## src/rtl/raycast_pkg.sv

```systemverilog
// Shared constants, record layout and colour helpers for the raycaster
// column rasterizer.
package raycast_pkg;
  localparam int SCREEN_WIDTH  = 320;
  localparam int SCREEN_HEIGHT = 240;
  localparam int ROW_W         = 8;
  localparam int REC_W         = 38;

  localparam int HC_MSB = 37, HC_LSB = 29;
  localparam int LH_MSB = 28, LH_LSB = 21;
  localparam int WT_BIT = 20;
  localparam int MD_MSB = 19, MD_LSB = 16;
  localparam int WX_MSB = 15, WX_LSB = 0;

  typedef enum logic {IDLE = 1'b0, DRAW = 1'b1} state_t;

  typedef struct packed {
    logic [8:0]  hcount;
    logic [7:0]  lineheight;
    logic        wall_type;
    logic [3:0]  mapdata;
    logic [15:0] wallx;
  } col_rec_t;

  // Entry 0 is the magenta "no texture" marker.
  localparam logic [15:0] PALETTE [16] = '{
    16'hF81F, 16'hF800, 16'h07E0, 16'h001F, 16'hFFE0, 16'h07FF, 16'hFFFF, 16'h8410,
    16'hFD20, 16'h8000, 16'h0400, 16'h0010, 16'hC618, 16'h4208, 16'hA145, 16'h5AEB
  };

  function automatic logic [15:0] shade565(input logic [15:0] c);
    return (c >> 1) & 16'h7BEF;
  endfunction
endpackage

```

## src/rtl/column_pixel_shader.sv

```systemverilog
// Combinational colour pick for one row of a column: ceiling, wall or floor.
module column_pixel_shader
  import raycast_pkg::*;
#(
  parameter logic [15:0] CEIL_COLOR  = 16'h2104,
  parameter logic [15:0] FLOOR_COLOR = 16'h6B4D,
  parameter logic [15:0] EDGE_COLOR  = 16'h0000
) (
  input  logic [ROW_W-1:0] i_row,
  input  logic [ROW_W-1:0] i_draw_start,
  input  logic [ROW_W-1:0] i_draw_end,
  input  col_rec_t         i_rec,
  output logic [15:0]      o_pixel
);
  logic [15:0] w_wall;
  logic        w_unused;

  assign w_unused = ^{i_rec.hcount, i_rec.lineheight, i_rec.wallx[10:0]};

  always_comb begin
    w_wall = PALETTE[i_rec.mapdata];
    if (i_rec.wall_type) w_wall = shade565(w_wall);
    if (i_row < i_draw_start)            o_pixel = CEIL_COLOR;
    else if (i_row > i_draw_end)         o_pixel = FLOOR_COLOR;
    else if (i_rec.wallx[15:11] == 5'd0) o_pixel = EDGE_COLOR;
    else                                 o_pixel = w_wall;
  end
endmodule

```

## src/rtl/column_rasterizer.sv

```systemverilog
// Expands one DDA column record into SCREEN_HEIGHT frame-buffer writes,
// two register stages behind the accepting handshake.
module column_rasterizer
  import raycast_pkg::*;
#(
  parameter int          ADDR_WIDTH  = 17,
  parameter logic [15:0] CEIL_COLOR  = 16'h2104,
  parameter logic [15:0] FLOOR_COLOR = 16'h6B4D,
  parameter logic [15:0] EDGE_COLOR  = 16'h0000
) (
  input  logic                  pixel_clk_in,
  input  logic                  rst_in,
  input  logic                  dda_fifo_tvalid_in,
  input  logic [REC_W-1:0]      dda_fifo_tdata_in,
  input  logic                  dda_fifo_tlast_in,
  output logic                  transformer_tready_out,
  output logic                  ray_valid_out,
  output logic [ADDR_WIDTH-1:0] ray_address_out,
  output logic [15:0]           ray_pixel_out,
  output logic                  ray_last_pixel_out
);
  state_t                r_state, w_state_nxt;
  logic                  r_run;
  col_rec_t              r_rec, w_in_rec;
  logic                  r_tlast;
  logic [ROW_W-1:0]      r_row;
  logic [ADDR_WIDTH-1:0] r_addr;
  logic                  w_hs, w_tready, w_last_row, w_hc_ok;
  logic [ROW_W-1:0]      w_lh_c, w_start, w_end;

  logic                  r_s1_vld, r_s1_last;
  logic [ROW_W-1:0]      r_s1_row, r_s1_start, r_s1_end;
  logic [ADDR_WIDTH-1:0] r_s1_addr;
  col_rec_t              r_s1_rec;
  logic [15:0]           w_pixel;

  logic                  r_valid, r_last;
  logic [ADDR_WIDTH-1:0] r_addr_out;
  logic [15:0]           r_pixel;

  assign w_in_rec = '{hcount:     dda_fifo_tdata_in[HC_MSB:HC_LSB],
                      lineheight: dda_fifo_tdata_in[LH_MSB:LH_LSB],
                      wall_type:  dda_fifo_tdata_in[WT_BIT],
                      mapdata:    dda_fifo_tdata_in[MD_MSB:MD_LSB],
                      wallx:      dda_fifo_tdata_in[WX_MSB:WX_LSB]};

  assign w_last_row = (r_row == ROW_W'(SCREEN_HEIGHT - 1));
  assign w_hs       = dda_fifo_tvalid_in && w_tready;
  assign w_hc_ok    = (w_in_rec.hcount < 9'(SCREEN_WIDTH));

  always_comb begin
    w_state_nxt = r_state;
    w_tready    = 1'b0;
    case (r_state)
      IDLE: begin
        w_tready = r_run;
        if (w_hs && w_hc_ok) w_state_nxt = DRAW;
      end
      DRAW: begin
        w_tready = w_last_row;
        if (w_last_row) w_state_nxt = (w_hs && w_hc_ok) ? DRAW : IDLE;
      end
      default: w_state_nxt = IDLE;
    endcase
  end

  // r_run holds tready low until the first edge after reset release.
  always_ff @(posedge pixel_clk_in or negedge rst_in) begin
    if (!rst_in) begin
      r_state <= IDLE;
      r_run   <= 1'b0;
      r_rec   <= '0;
      r_tlast <= 1'b0;
      r_row   <= '0;
      r_addr  <= '0;
    end else begin
      r_state <= w_state_nxt;
      r_run   <= 1'b1;
      if (w_hs) begin
        r_rec   <= w_in_rec;
        r_tlast <= dda_fifo_tlast_in;
        r_row   <= '0;
        r_addr  <= ADDR_WIDTH'(w_in_rec.hcount);
      end else if (r_state == DRAW) begin
        r_row  <= r_row + ROW_W'(1);
        r_addr <= r_addr + ADDR_WIDTH'(SCREEN_WIDTH);
      end
    end
  end

  // Zero height leaves end = start-1, so no row lands inside the span.
  assign w_lh_c  = (r_rec.lineheight > ROW_W'(SCREEN_HEIGHT)) ? ROW_W'(SCREEN_HEIGHT)
                                                               : r_rec.lineheight;
  assign w_start = ROW_W'(SCREEN_HEIGHT / 2) - (w_lh_c >> 1);
  assign w_end   = w_start + w_lh_c - ROW_W'(1);

  always_ff @(posedge pixel_clk_in or negedge rst_in) begin
    if (!rst_in) begin
      r_s1_vld   <= 1'b0;
      r_s1_last  <= 1'b0;
      r_s1_row   <= '0;
      r_s1_start <= '0;
      r_s1_end   <= '0;
      r_s1_addr  <= '0;
      r_s1_rec   <= '0;
    end else begin
      r_s1_vld  <= (r_state == DRAW);
      r_s1_last <= (r_state == DRAW) && r_tlast && w_last_row;
      if (r_state == DRAW) begin
        r_s1_row   <= r_row;
        r_s1_start <= w_start;
        r_s1_end   <= w_end;
        r_s1_addr  <= r_addr;
        r_s1_rec   <= r_rec;
      end
    end
  end

  column_pixel_shader #(
    .CEIL_COLOR (CEIL_COLOR),
    .FLOOR_COLOR(FLOOR_COLOR),
    .EDGE_COLOR (EDGE_COLOR)
  ) u_shader (
    .i_row       (r_s1_row),
    .i_draw_start(r_s1_start),
    .i_draw_end  (r_s1_end),
    .i_rec       (r_s1_rec),
    .o_pixel     (w_pixel)
  );

  always_ff @(posedge pixel_clk_in or negedge rst_in) begin
    if (!rst_in) begin
      r_valid    <= 1'b0;
      r_last     <= 1'b0;
      r_addr_out <= '0;
      r_pixel    <= '0;
    end else begin
      r_valid <= r_s1_vld;
      r_last  <= r_s1_vld && r_s1_last;
      if (r_s1_vld) begin
        r_addr_out <= r_s1_addr;
        r_pixel    <= w_pixel;
      end
    end
  end

  assign transformer_tready_out = w_tready;
  assign ray_valid_out          = r_valid;
  assign ray_address_out        = r_addr_out;
  assign ray_pixel_out          = r_pixel;
  assign ray_last_pixel_out     = r_last;
endmodule

```

## config.mk

```make
export PLATFORM = sky130hd
export DESIGN_NAME = column_rasterizer
export DESIGN_NICKNAME = d
export VERILOG_FILES = /design/src/rtl/raycast_pkg.sv /design/src/rtl/column_pixel_shader.sv /design/src/rtl/column_rasterizer.sv
export SDC_FILE = /design/constraint.sdc
export NUM_CORES = 1
export LEC_CHECK = 0
export BUFFER_PORTS_ARGS = -buffer_cell sky130_fd_sc_hd__buf_2
export CAP_MARGIN = 10
export CORE_MARGIN = 2
export CORE_UTILIZATION = 25
export CTS_CLUSTER_SIZE = 30
export DETAILED_ROUTE_END_ITERATION = 12
export HOLD_SLACK_MARGIN = 0.08
export SLEW_MARGIN = 20
export SYNTH_ARGS = -nofsm -noshare
export SYNTH_HDL_FRONTEND = slang
export SYNTH_SLANG_ARGS = --single-unit
```

## constraint.sdc

```tcl
create_clock -name pixel_clk_in -period 7.5 [get_ports pixel_clk_in]
set_clock_uncertainty 0.05 [all_clocks]
set_input_delay 1.5 -clock pixel_clk_in [delete_from_list [all_inputs] [get_ports pixel_clk_in]]
set_output_delay 1.5 -clock pixel_clk_in [all_outputs]
set_load 0.02 [all_outputs]
```

* Word-level counts from Yosys, hierarchy flattened
Memories as Yosys holds them, arrays and structs flattened.
Index checks and enable logic that the tools add are counted.
** Cells by class
- $add $sub $neg :: 5
- $lt $le $gt $ge :: 5
- Eq/ne operators :: 1
- Muxes and demuxes :: 15
- Bitwise gates (word level) :: 2
- Reduce and logical (&&, ||, !) cells :: 7
** Operator list (number)
- 16-bit two-way mux :: 6
- 17-bit two-way mux :: 2
- 8-bit two-way mux :: 3
- 17-bit by 9-bit adder with 17-bit output, second input constant :: 1
- 9-bit < comparator, second input constant :: 1
- 8-bit by 1-bit adder with 8-bit output, second input constant :: 1
- 8-bit adder :: 1
- 8-bit == test, second input constant :: 1
- 8-bit > comparator :: 1
- 8-bit > comparator, second input constant :: 1
- 8-bit < comparator :: 1
- 7-bit by 7-bit subtractor with 8-bit output, first input constant :: 1
- 8-bit by 1-bit subtractor with 8-bit output, second input constant :: 1
- 5-bit >= comparator, second input constant :: 1
- 1-bit logical AND :: 5
- 5-bit logical NOT :: 1
- 4-bit NOT with 5-bit output :: 1
- 1-bit one-hot mux with 2 select lines :: 2
- 1-bit two-way mux :: 2
- 2-bit nonzero test :: 1
- 1-bit NOT :: 1
** Word-level totals
- Register bits after elaboration :: 156
- Bits in read-only memories :: 256
- Input port bits :: 42
- Output and inout port bits :: 36
- Word-level logic and storage cells :: 58
- Memories :: 1
** Memory list
- (no name shown) :: depth 16, width 16, rd ports 1, clocked after memory_dff 0, wr ports 0, RTL line column_pixel_shader.sv:21 : w_wall = PALETTE[i_rec.mapdata];

* Longest topological paths before layout
- Word-level depth :: 8
- Gate-level depth with buffers :: 13

* Hierarchy
A second synthesis with hierarchy kept.
** Second synthesis, totals
- Cell total of the unflattened synthesis :: 682
- Area total of the unflattened synthesis :: 8538.2 µm²
** By module, submodules not included
- column_rasterizer :: instances 1, cells an instance 532, area an instance 7542.2 µm²
- column_pixel_shader :: instances 1, cells an instance 150, area an instance 996.0 µm²

* Worst setup path before layout
No wires, ideal clock.
- Kind :: reg2reg
- From :: register r_rec[26] (netlist bit)
- To :: register r_s1_end[6]
- Setup time :: 0.139 ns
- Data arrival time :: 2.864 ns
- Required time :: 7.311 ns
- Setup slack :: 4.447 ns
- Cell stages (with the launch flop) :: 14
- Period minus slack after synthesis :: 3.053 ns
- Cell sequence :: dfrtp_1 buf_2 nand4_1 nand2_1 ha_1 xnor2_1 ha_1 inv_1 ha_1 a21o_1 a21o_1 a21oi_1 nor4bb_1 or4_1
** Between the ends
- Word-level cells in the longest chain between the ends :: 5
** RTL lines
- start, declared :: RTL line column_rasterizer.sv:24 : col_rec_t r_rec, w_in_rec;
- start signal, assigned :: RTL line column_rasterizer.sv:80 : r_rec <= w_in_rec;
- 8-bit > comparator :: RTL line column_rasterizer.sv:92 : assign w_lh_c = (r_rec.lineheight > ROW_W'(SCREEN_HEIGHT)) ? ROW_W'(SCREEN_HEIGHT)
- 8-bit two-way mux * :: RTL line column_rasterizer.sv:92
- 7-bit by 7-bit subtractor with 8-bit output :: RTL line column_rasterizer.sv:94 : assign w_start = ROW_W'(SCREEN_HEIGHT / 2) - (w_lh_c >> 1);
- 8-bit adder * :: RTL line column_rasterizer.sv:95 : assign w_end = w_start + w_lh_c - ROW_W'(1);
- 8-bit by 1-bit subtractor with 8-bit output * :: RTL line column_rasterizer.sv:95
- end signal, assigned :: RTL line column_rasterizer.sv:112 : r_s1_end <= w_end;
- end, declared :: RTL line column_rasterizer.sv:32 : logic [ROW_W-1:0] r_s1_row, r_s1_start, r_s1_end;
Mark *: on every way between the ends. The rest lies on a longest branch, timed or not.
A chain may end at the register's enable or synchronous reset.

* Worst setup path in the final report
Ends and elaborated chain as after synthesis.

==> metrics.md <==
| Metric | Value |
|---|---|
| Status | completed |
| Synthesized area | 0.006689 mm2 |
| EDFF count, synth | 0 |
| Post-DP Area | 0.007298 mm2 |
| Hold Path Class | flop to flop |
| Hpwl dp | 9937 um |
| Clk root buf | clkbuf_16 |
| Yosys warnings | 0 |
| Clock slew at reported path FFs | 60 ps |
| H-tree depth | 4 |
| Worst Hold Launch | r_s1_last$_DFF_PN0_ |
| Die height | 167.6 um |
| RSZ-0062 raised after global routing | false |
| Fillers | about 2700 |
| Hold_buf cts | 0 |
| Largest family of logic cells by synthesized area | simple AND/OR/NAND/NOR gates |
| Maximum vdd ir drop | 0.0001776 V |
| Hold path endpoint | ray_last_pixel_out$_DFF_PN0_ |
| Pre-CTS setup slack | 4079 ps |
| Xor and xnor area share after synthesis | 3.535% |
| Residual DRC | 0 |
| Post-Synth Adder-Cell Area | roughly 6.5% |
| Total GRT Usage | 11.13% |
| Synthesized Nets | 718 |
| Reg-to-Reg End | r_s1_end[6]$_DFFE_PN0P_ |
| Top FF cell, synth | dfrtp_1 |
| Most frequent cells after synthesis | dfrtp_1 (134), nand2_1 (109), mux2_2 (50), nor2_1 (37), ha_1 (33) |
| CTS Sinks | roughly 130 |
| CTS buffer count | 17 |
| Synth unique cells | 59 |
| Achievable frequency | 0.2919 GHz |
| Synth Area in Simple Gates | 14.76% |
| Avg Inst Size Synth | 10.42 um2 |
| CTS tree | done |
| WP data required | a little under 8000 ps |
| Final Max Tran Viols | 0 |
| Register bit total from synthesis | 134 |
| Critical Path Max Stage Delay | between 500 and 600 ps |
| R2r startpoint | r_rec[26]$_DFFE_PN0P_ |
| Final Routed Wirelength | 14870 um |
| Io pins | ~80 |
| Worst-margin pin slew | 1022 ps |
| CP endpoint kind | flop |
| Tmin final | 3425 ps |
| Drt first pass iters | 4 |
| Most frequent cell after synthesis | dfrtp_1 |
| Post_cts resized | 0 |
| Drt wl/cell | 14.23 um |
| Largest cells by area after synthesis | dfrtp_1 (50%), mux2_2 (8.4%), ha_1 (6.2%), nand2_1 (6.1%), o21ai_0 (2.3%) |
| Worst Hold Depth | 1 |
| Final net count | slightly below 800 |
| Setup_tns | 0 ps |
| Clock Latency Late Sink | 420 ps |
| Number of global-route vias before repair | around 4700 |
| Hold Fails Final Rpt | 0 |
| Initial antenna violation count | 0 |
| Setup bufs post-CTS | 0 |
| CP Max Fanout | 9 |
| Via count | 4753 |
| Die width | between 150 and 200 um |
| Multiplexer share of the synthesized area | roughly a tenth |
| Inserted Diodes | 0 |
| Worst Path Arrival | 3670 ps |
| CTS Buffer Depth | 2 |
| Synth Area in Compound Gates | between 10% and 20% |
| Leak | 0.003796 uW |
| Post-Synthesis Cells | 642 |
| Asr flop ratio synth | 100.0% |
| Vias/cell | 4.548 |
| Relative slew slack | 31.71% |
| GP Congestion | 0.7940 |
| Final Util | 30.32% |
| CORE AREA | 0.02613 mm2 |
| Critical path cell sequence | nand4_1 > nand2_1 > ha_1 > xnor2_1 > ha_1 > inv_1 > ha_1 > a21o_1 > a21o_1 > a21oi_1 > nor4bb_1 > or4_1 |
| Total global routing overflow | 0 |
| Largest net degree at the start of global routing | 81 |
| Cell area power density | 451.0 mW/mm2 |
| Initial Utilization | 25.60% |
| Final period util | 45.67% |
| R2R setup slack | 4070 ps |
| Crit Path Category | flop to flop |
| Antenna-violating nets left | 0 |
| Area leader, netlist | dfrtp_1 |
| Slowest CP cell | dfrtp_1 |
| First-pass GRT wire length | 24940 um |
| IO buf count | 66 |
| Most frequent cell on the critical path | ha_1 |
| Max-cap violations | 0 |
| Reg2Reg Depth | 12 |
| Initial drt markers | 298 |
| Ratio of cells with drive above 1 in the final layout | around 22% |
| Row Count | 59 |
| Final instance area | just under 0.008 mm2 |
| CP startpoint kind | flop |
| Final setup viols | 0 |
| Die area | 0.02808 mm2 |
| Final setup margin | around 4000 ps |
| Seq/Total Area, Yosys | about half |
| Area delta synth->final | 18.44% |
| Post-synth top area share | 50.13% |
==> worst max path at each step <==
stage,start,to,slack [ps],cells after the start
global placement,r_rec[26]$_DFFE_PN0P_,r_s1_end[6]$_DFFE_PN0P_,4120,12
floorplan,r_rec[26]$_DFFE_PN0P_,r_s1_end[6]$_DFFE_PN0P_,4450,13
global route,r_rec[26]$_DFFE_PN0P_,r_s1_end[6]$_DFFE_PN0P_,3730,12
CTS,r_state$_DFF_PN0_,transformer_tready_out,4060,3
finish,r_rec[26]$_DFFE_PN0P_,r_s1_end[6]$_DFFE_PN0P_,4070,12
detailed placement,r_rec[26]$_DFFE_PN0P_,r_s1_end[6]$_DFFE_PN0P_,4080,12
==> cell families (layout without fill, tap and decap cells) <==
group | after synthesis | count (layout)
other | 1 | 1
muxes | 62 | 62
DFF | 134 | 134
and+or+nand+nor | 214 | 214
AOI/OAI and AO/OA | 105 | 105
xor gates and xnor gates | 27 | 27
buffers and inverters | 65 | 133
adders and majority gates | 34 | 34
==> layout by cell type, fill, tap and decap left out, drive strengths merged, types with 2 or more instances in the layout <==
cell / Yosys / final
and4b: 2 / 2
a32o: 3 / 3
a21boi: 3 / 3
mux2i: 12 / 12
nand3b: 2 / 2
xor2: 11 / 11
inv: 31 / 36
a21o: 6 / 6
nand2b: 7 / 7
ha: 33 / 33
a211oi: 7 / 7
clkbuf: 7 / 20
nor2b: 8 / 8
or3: 3 / 3
nor3: 10 / 10
and2: 4 / 4
a221oi: 2 / 2
o221ai: 2 / 2
and3: 3 / 3
a22o: 4 / 4
o21ai: 31 / 31
dfrtp: 134 / 134
a41o: 2 / 2
nand2: 109 / 109
nor2: 37 / 37
mux2: 50 / 50
nand3: 14 / 14
and4: 2 / 2
or2: 2 / 2
a21oi: 22 / 22
bufinv: 0 / 3
xnor2: 16 / 16
o211ai: 2 / 2
o21a: 3 / 3
nand4: 6 / 6
buf: 26 / 69
or4: 3 / 3
o31ai: 2 / 2
clkinv: 1 / 4
o2bb2ai: 6 / 6
==> worst max-delay path, delay by kind of cell, from the launching register on <==
kind	cells	cell delay [ps]
compound gates	3	540
flops	1	510
xor+xnor	1	130
buf+inv	1	60
fa+ha+maj	3	910
simple gates	4	1100
==> per-stage QoR <==
step                instances  total power (uW)  hold WS (ps)
CTS                      1045              3608         416.5
floorplan                 642              2336         301.9
detailed placement       1013              2704         388.0
global route             1045              3867         437.8
global placement         1013              2667         385.8
finish                   1045              3573         410.6
==> report_power, final <==
part	internal, uW	total [uW]	leakage [uW]	switching, uW
sequential	1010	1270	0.00164	262
clock	546	879	0.000302	332
combinational	659	1430	0.00185	768
total	2210	3570	0.00380	1360
==> cell type report <==
| class | instances | area (um2) | area share, % |
|---|---|---|---|
| repair buffers | 69 | 362.8 | 4.580 |
| clock inverters | 12 | 163.9 | 2.069 |
| well taps | 335 | 419.2 | 5.291 |
| clock buffers | 20 | 456.7 | 5.764 |
| flip-flops and latches | 134 | 3354 | 42.34 |
| multi-input cells | 443 | 3045 | 38.44 |
| inverters | 32 | 120.1 | 1.516 |
==> routing by layer <==
layer | routed length [um] | share of wire (%) | GRT usage (%)
met5 | 0 | 0 | 0
met1 | 7367 | 50 | 15.29
met4 | 143 | 0.96 | 3.062
met2 | 6753 | 45 | 17.05
met3 | 609 | 4.1 | 3.356
==> sequential cells by signal, indices dropped and copies added, names as in the netlist, 8 cells and up <==
name             cells
r_s1_rec            10
r_row                8
r_s1_row             8
ray_address_out     17
r_s1_addr           17
r_rec               18
r_s1_end             8
r_addr              17
r_s1_start           8
ray_pixel_out       16
No activity file was read; power rests on OpenSTA's default activity.
